## src/rtl/fifo_rd_pack32.sv

```systemverilog
// Read-side consumer of the dual-clock FIFO: pops DSIZE-bit words, packs word
// pairs into 2*DSIZE-bit beats and presents them through a 2-entry valid/ready queue.
module fifo_rd_pack32 #(
  parameter int DSIZE = 16,
  parameter int CNTW  = 16
) (
  input  logic                 rclk,
  input  logic                 rrst_n,
  input  logic                 rempty,
  input  logic [DSIZE-1:0]     rdata,
  output logic                 rinc,
  input  logic                 flush,
  output logic [2*DSIZE-1:0]   out_data,
  output logic [1:0]           out_keep,
  output logic                 out_valid,
  input  logic                 out_ready,
  output logic [CNTW-1:0]      beat_cnt,
  output logic                 busy
);

  logic [DSIZE-1:0]   r_acc;
  logic               r_acc_v;
  logic [2*DSIZE-1:0] r_q_data [2];
  logic [1:0]         r_q_keep [2];
  logic               r_rd_ptr;
  logic               r_wr_ptr;
  logic [1:0]         r_q_count;
  logic               r_flush_pend;
  logic [CNTW-1:0]    r_beat_cnt;

  logic               w_q_full;
  logic               w_q_nempty;
  logic               w_pop;
  logic               w_deq;
  logic               w_enq_pair;
  logic               w_enq_flush;
  logic               w_enq;
  logic [2*DSIZE-1:0] w_enq_data;
  logic [1:0]         w_enq_keep;

  // Pop decision uses registered state only, so out_ready never reaches rinc.
  assign w_q_full    = (r_q_count == 2'd2);
  assign w_q_nempty  = (r_q_count != 2'd0);
  assign w_pop       = !rempty && !r_flush_pend && !(r_acc_v && w_q_full);
  assign w_deq       = w_q_nempty && out_ready;
  assign w_enq_pair  = w_pop && r_acc_v;
  assign w_enq_flush = r_flush_pend && r_acc_v && !w_q_full;
  assign w_enq       = w_enq_pair || w_enq_flush;

  // Select the beat being enqueued: completed pair or half-filled flush beat.
  always_comb begin
    w_enq_data = {rdata, r_acc};
    w_enq_keep = 2'b11;
    if (w_enq_flush) begin
      w_enq_data = {{DSIZE{1'b0}}, r_acc};
      w_enq_keep = 2'b01;
    end else begin
      w_enq_data = {rdata, r_acc};
      w_enq_keep = 2'b11;
    end
  end

  // Holds the first word of a pair until its partner is popped or a flush drains it.
  always_ff @(posedge rclk or negedge rrst_n) begin
    if (!rrst_n) begin
      r_acc   <= {DSIZE{1'b0}};
      r_acc_v <= 1'b0;
    end else if (w_pop) begin
      if (!r_acc_v) begin
        r_acc   <= rdata;
        r_acc_v <= 1'b1;
      end else begin
        r_acc_v <= 1'b0;
      end
    end else if (w_enq_flush) begin
      r_acc_v <= 1'b0;
    end
  end

  // A new pulse always wins over clearing; pending flush waits while the queue is full.
  always_ff @(posedge rclk or negedge rrst_n) begin
    if (!rrst_n) begin
      r_flush_pend <= 1'b0;
    end else if (flush) begin
      r_flush_pend <= 1'b1;
    end else if (r_flush_pend && (!r_acc_v || w_enq_flush)) begin
      r_flush_pend <= 1'b0;
    end
  end

  // Two-entry in-order output queue.
  always_ff @(posedge rclk or negedge rrst_n) begin
    if (!rrst_n) begin
      for (int i = 0; i < 2; i++) begin
        r_q_data[i] <= {(2*DSIZE){1'b0}};
        r_q_keep[i] <= 2'b00;
      end
      r_rd_ptr  <= 1'b0;
      r_wr_ptr  <= 1'b0;
      r_q_count <= 2'd0;
    end else begin
      if (w_enq) begin
        r_q_data[r_wr_ptr] <= w_enq_data;
        r_q_keep[r_wr_ptr] <= w_enq_keep;
        r_wr_ptr           <= !r_wr_ptr;
      end
      if (w_deq) begin
        r_rd_ptr <= !r_rd_ptr;
      end
      case ({w_enq, w_deq})
        2'b10:   r_q_count <= r_q_count + 2'd1;
        2'b01:   r_q_count <= r_q_count - 2'd1;
        default: r_q_count <= r_q_count;
      endcase
    end
  end

  // Accepted-beat counter, wraps naturally.
  always_ff @(posedge rclk or negedge rrst_n) begin
    if (!rrst_n) begin
      r_beat_cnt <= {CNTW{1'b0}};
    end else if (w_deq) begin
      r_beat_cnt <= r_beat_cnt + CNTW'(1);
    end
  end

  assign rinc      = w_pop;
  assign out_valid = w_q_nempty;
  assign out_data  = r_q_data[r_rd_ptr];
  assign out_keep  = r_q_keep[r_rd_ptr];
  assign beat_cnt  = r_beat_cnt;
  assign busy      = r_acc_v || w_q_nempty || r_flush_pend;

endmodule

```

## config.mk

```make
export PLATFORM = sky130hd
export DESIGN_NAME = fifo_rd_pack32
export DESIGN_NICKNAME = d
export VERILOG_FILES = /design/src/rtl/fifo_rd_pack32.sv
export SDC_FILE = /design/constraint.sdc
export NUM_CORES = 1
export LEC_CHECK = 0
export BUFFER_PORTS_ARGS = -buffer_cell sky130_fd_sc_hd__clkbuf_2
export CAP_MARGIN = 20
export CORE_MARGIN = 2
export CORE_UTILIZATION = 55
export DETAILED_ROUTE_END_ITERATION = 7
export GPL_ROUTABILITY_DRIVEN = 0
export GPL_TIMING_DRIVEN = 0
export PLACE_DENSITY = 0.8
export SYNTH_ARGS = -nofsm -noshare
export SYNTH_HDL_FRONTEND = slang
export SYNTH_SLANG_ARGS = --single-unit
export TNS_END_PERCENT = 20
```

## constraint.sdc

```tcl
create_clock -name rclk -period 2.3 [get_ports rclk]
set_clock_uncertainty 0.1 [all_clocks]
set_input_delay 0.23 -clock rclk [delete_from_list [all_inputs] [get_ports rclk]]
set_output_delay 0.23 -clock rclk [all_outputs]
set_load 0.05 [all_outputs]
```

### After elaboration in Yosys (flattened, before gate mapping)

Index checks and enable logic that the tools add are counted.

| word-level totals | value |
|---|---|
| register bits | 106 |
| latch bits | 0 |
| RAM bits | 0 |
| memory bits (read-only) | 0 |
| output and inout port bits | 53 |
| word-level logic and storage cells | 68 |
| memories | 0 |

| operators by class | value |
|---|---|
| $add $sub $neg | 3 |
| multiply operators | 0 |
| divide/modulo/power cells | 0 |
| magnitude comparators | 3 |
| equal/unequal tests | 3 |
| shifts and indexed selects | 0 |
| mux-type cells | 20 |
| bitwise logic cells | 3 |
| reductions and logical operators | 25 |

Operators by type and width:

| operator | count |
|---|---|
| $mux W32 | 5 |
| $bwmux W64 | 1 |
| $demux W32 S1 | 1 |
| $add A16 B1 Y16 const B | 1 |
| $mux W2 | 5 |
| $logic_and A1 B1 Y1 | 9 |
| $reduce_bool A2 Y1 | 4 |
| $logic_not A1 Y1 | 7 |
| $mux W1 | 5 |
| $bwmux W4 | 1 |
| $eq A2 B2 Y1 const B | 2 |
| $ge A2 B2 Y1 const B | 2 |
| $logic_or A1 B1 Y1 | 4 |
| $not A1 Y2 | 2 |
| $pmux W2 S2 | 1 |
| $add A2 B1 Y2 const B | 1 |
| $demux W2 S1 | 1 |
| $eq A2 B1 Y1 const B | 1 |
| $lt A2 B1 Y1 const B | 1 |
| $reduce_and A2 Y1 | 1 |
| $sub A2 B1 Y2 const B | 1 |
| $not A1 Y1 | 1 |

### Logic depth before layout (Yosys ltp)

| logic depth | value |
|---|---|
| depth after elaboration | 8 |
| gate-level depth with buffers | 7 |
| mapped depth without buffers | 7 |

### Worst setup path after synthesis

OpenSTA, ideal clock, no wires.

| timing path | value |
|---|---|
| kind | register -> output |
| start | register r_rd_ptr |
| end | output out_data[16] |
| arrival time | 1.841 ns |
| setup slack | 0.129 ns |
| cell stages (with the launch flop) | 4 |
| path buffers | 2 |
| cells stage by stage | dfrtp_1 clkbuf_1 clkbuf_1 o21ai_0 |

| between the ends | value |
|---|---|
| longest elaborated chain between the ends | 4 |

RTL lines:

| item | line | RTL |
|---|---|---|
| from (decl) | 25 | `logic r_rd_ptr;` |
| from (signal assigned) | 108 | `r_rd_ptr <= !r_rd_ptr;` |
| $not A1 Y2 (not written as such) | 129 | `assign out_data = r_q_data[r_rd_ptr];` |
| $mux W32 (not written as such) (3 in a row) | 129 |  |
| to (decl) | 13 | `output logic [2*DSIZE-1:0] out_data,` |

Every way passes these cells. The select of a mux whose other input is x is not followed.

### Worst setup path in the final report

| timing path | value |
|---|---|
| start | register r_rd_ptr |
| end | output out_data[20] |

Same word-level chain as after synthesis.

==> results.txt <==
Clock Latency Late Sink -> 370 ps
Core Rows -> 33
gr ovfl total -> 0
number of global-route vias before repair -> 3233
RR Startpoint -> r_acc_v
share of layout cells above drive strength 1 -> 34.2%
Syn Inst Count -> 391
syn nets -> 414
maxcap violations -> 0
core area -> 0.00818 mm²
cell area after layout -> 0.00535 mm²
mapped cell area -> 0.00460 mm²
initial antenna violation count -> 0
CP endpoint kind -> output pin
via count -> 3180
status -> finished, final reports clean
worst setup path start -> r_rd_ptr
crit path max fanout -> 10
largest net degree at the start of global routing -> 68
critical path class -> flop to output pin
CTS tree -> done
Total Die Area -> 0.00910 mm²
port buffer count -> 73
die width -> 95.4 µm
Post-synth EDFFs -> 0
DRT Wirelength -> 9600 µm
DRC viols -> 0
slew of the pin with the lowest slew margin -> 763 ps
Detail Route Antenna Nets -> 0
drt via density -> 5.41
Iter 0 DRT Violations -> 252
hold path startpoint -> rdata[8]
clock-pin slew on the worst setup and hold paths -> 100 ps
Hold WS -> 21.5 ps
hold depth -> 3
All-Layer GR Usage -> 22.7%
fmax -> 0.453 GHz
Reg2Reg Setup Slack -> 220 ps
Synth cell types -> 31
CP dominant cell by count -> clkbuf_1
placed cell area -> 0.00512 mm²
RSZ-0062 raised after global routing -> true
Worst Hold Class -> input port to flop
Setup Buffers After CTS -> 0
setup TNS -> 0 ps
H-Tree Level Count -> 3
post-layout util -> 65.4%
Synth warnings -> 0
synthesized area per cell -> 11.8 µm²
final setup vio count -> 0
total CTS buffers -> 9
ANT cells -> 0
Die Height -> 95.4 µm
asr flop ratio synth -> 100%
period utilization -> 96.0%
Synth Flop Type -> dfrtp_1
critical path startpoint category -> flop
Seq/Total Area, Yosys -> 57.7%
Slowest-stage cell, CP -> clkbuf_1
clock sink total -> 106
Slew headroom -> 48.8%
clk root buf -> clkbuf_8
r2r endpoint -> r_acc[6]
final-report hold violation count -> 0
# nets final -> 501
drt first pass iters -> 5
Clock Path Buffers -> 2
CP required -> 1970 ps
CP arrival -> 1880 ps
fin. max-slew vios -> 0
Initial Util -> 56.2%
num ports -> 74
CP Cell Sequence -> clkbuf_1, clkbuf_1, nand2_1, o21ai_0, clkbuf_2
Detailed Place HPWL -> 6700 µm
area delta synth->final -> 16.3%
FF-to-FF path depth -> 4
Worst path max stage delay -> 420 ps
FF+latch count, synth -> 106
first-pass GRT wire length -> 15700 µm
Worst Hold End -> r_q_data[56]
DR WL/cell -> 16.3 µm
minimum clock period -> 2210 ps
[layout make-up]
type / instances / area [µm²]
clock buffers: 9 / 124
repair buffers: 76 / 415
clock inverters: 7 / 76.3
fillers: 655 / 2830
inverters: 33 / 124
multi-input cells: 231 / 1710
flip-flops and latches: 106 / 2650
plain buffers: 21 / 110
well taps: 105 / 131
[stage by stage]
| stage | setup slack, ps | cells |
|---|---|---|
| 2_1_floorplan | 129 | 391 |
| 3_3_place_gp | -442 | 569 |
| 3_5_place_dp | 218 | 570 |
| 4_1_cts | 49.5 | 588 |
| 5_1_grt | -44.4 | 588 |
| 6_report | 92.1 | 588 |
[how the worst max path moves through the flow]
stage | endpoint | depth (start not counted)
after floorplan | out_data[16] | 3
after global placement | beat_cnt[15] | 1
after detailed placement | r_acc[6] | 4
after CTS | out_data[23] | 5
after global routing | out_data[19] | 5
final | out_data[20] | 5
[cells by family after synthesis]
family,Yosys count,synth area share (%)
adder cells (fa/ha/maj),2,0.544
flip-flops,106,57.7
XOR/XNOR,20,3.81
AO/OA/AOI/OAI,53,5.99
AND/OR/NAND/NOR,88,10.3
multiplexers,68,16.7
buffers and inverters,54,5.01
[cells in the final DEF (no fill, tap or decap), types with 5 or more instances in the layout]
cell type  Yosys  layout
buf_2          7       8
buf_4          5       5
clkbuf_1       9       6
clkbuf_2       0      74
clkbuf_8       0       9
dfrtp_1      106     106
inv_1         33      33
mux2_1        17      17
mux2_2        51      51
nand2_1       23      23
nand3_1       40      40
o21ai_0       49      49
xnor2_1       17      17
[synthesized netlist by cell type (2+ instances only)]
library cell | number | area, µm²
or2_2 | 4 | 25.0
dfrtp_1 | 106 | 2650
nor2_1 | 4 | 15.0
nand4_1 | 3 | 18.8
xnor2_1 | 17 | 149
nand2_1 | 23 | 86.3
buf_2 | 7 | 35.0
clkbuf_1 | 9 | 33.8
o21ai_0 | 49 | 245
ha_1 | 2 | 25.0
and3_1 | 4 | 25.0
nand3_1 | 40 | 200
xor2_1 | 3 | 26.3
mux2_2 | 51 | 574
inv_1 | 33 | 124
mux2_1 | 17 | 191
buf_4 | 5 | 37.5
[timing repair]
item,CTS,global route
resized for setup,2,3
gates cloned,0,0
hold endpoints to repair,40,0
hold buffers,2,0
endpoints found under the setup margin,18,7
[routing by layer]
layer  part of all wire (%)  GRT usage (%)  up-vias  wire length (µm)
li1                       -              -     1496                 -
met1                     43           29.6     1570              4160
met2                     48           36.3      104              4580
met3                    7.5           7.43       10               724
met4                    1.4           6.90        0               133
met5                      0              0        -                 0
[state kept, by name, summed over array words and instances (netlist names)]
register      count
r_rd_ptr          1
r_wr_ptr          1
beat_cnt         16
r_flush_pend      1
r_q_data         64
r_q_keep          4
r_acc_v           1
r_acc            16
r_q_count         2
[critical path, delay by kind of cell (launching register included)]
kind / cells / cell delay (ps)
AO/OA/AOI/OAI: 1 / 150
buffers and inverters: 3 / 950
flip-flops: 1 / 330
AND/OR/NAND/NOR: 1 / 90
Power is left out: the tool's default activity adds up to more than one toggle a clock period on the data nets, which glitch-free logic cannot reach.
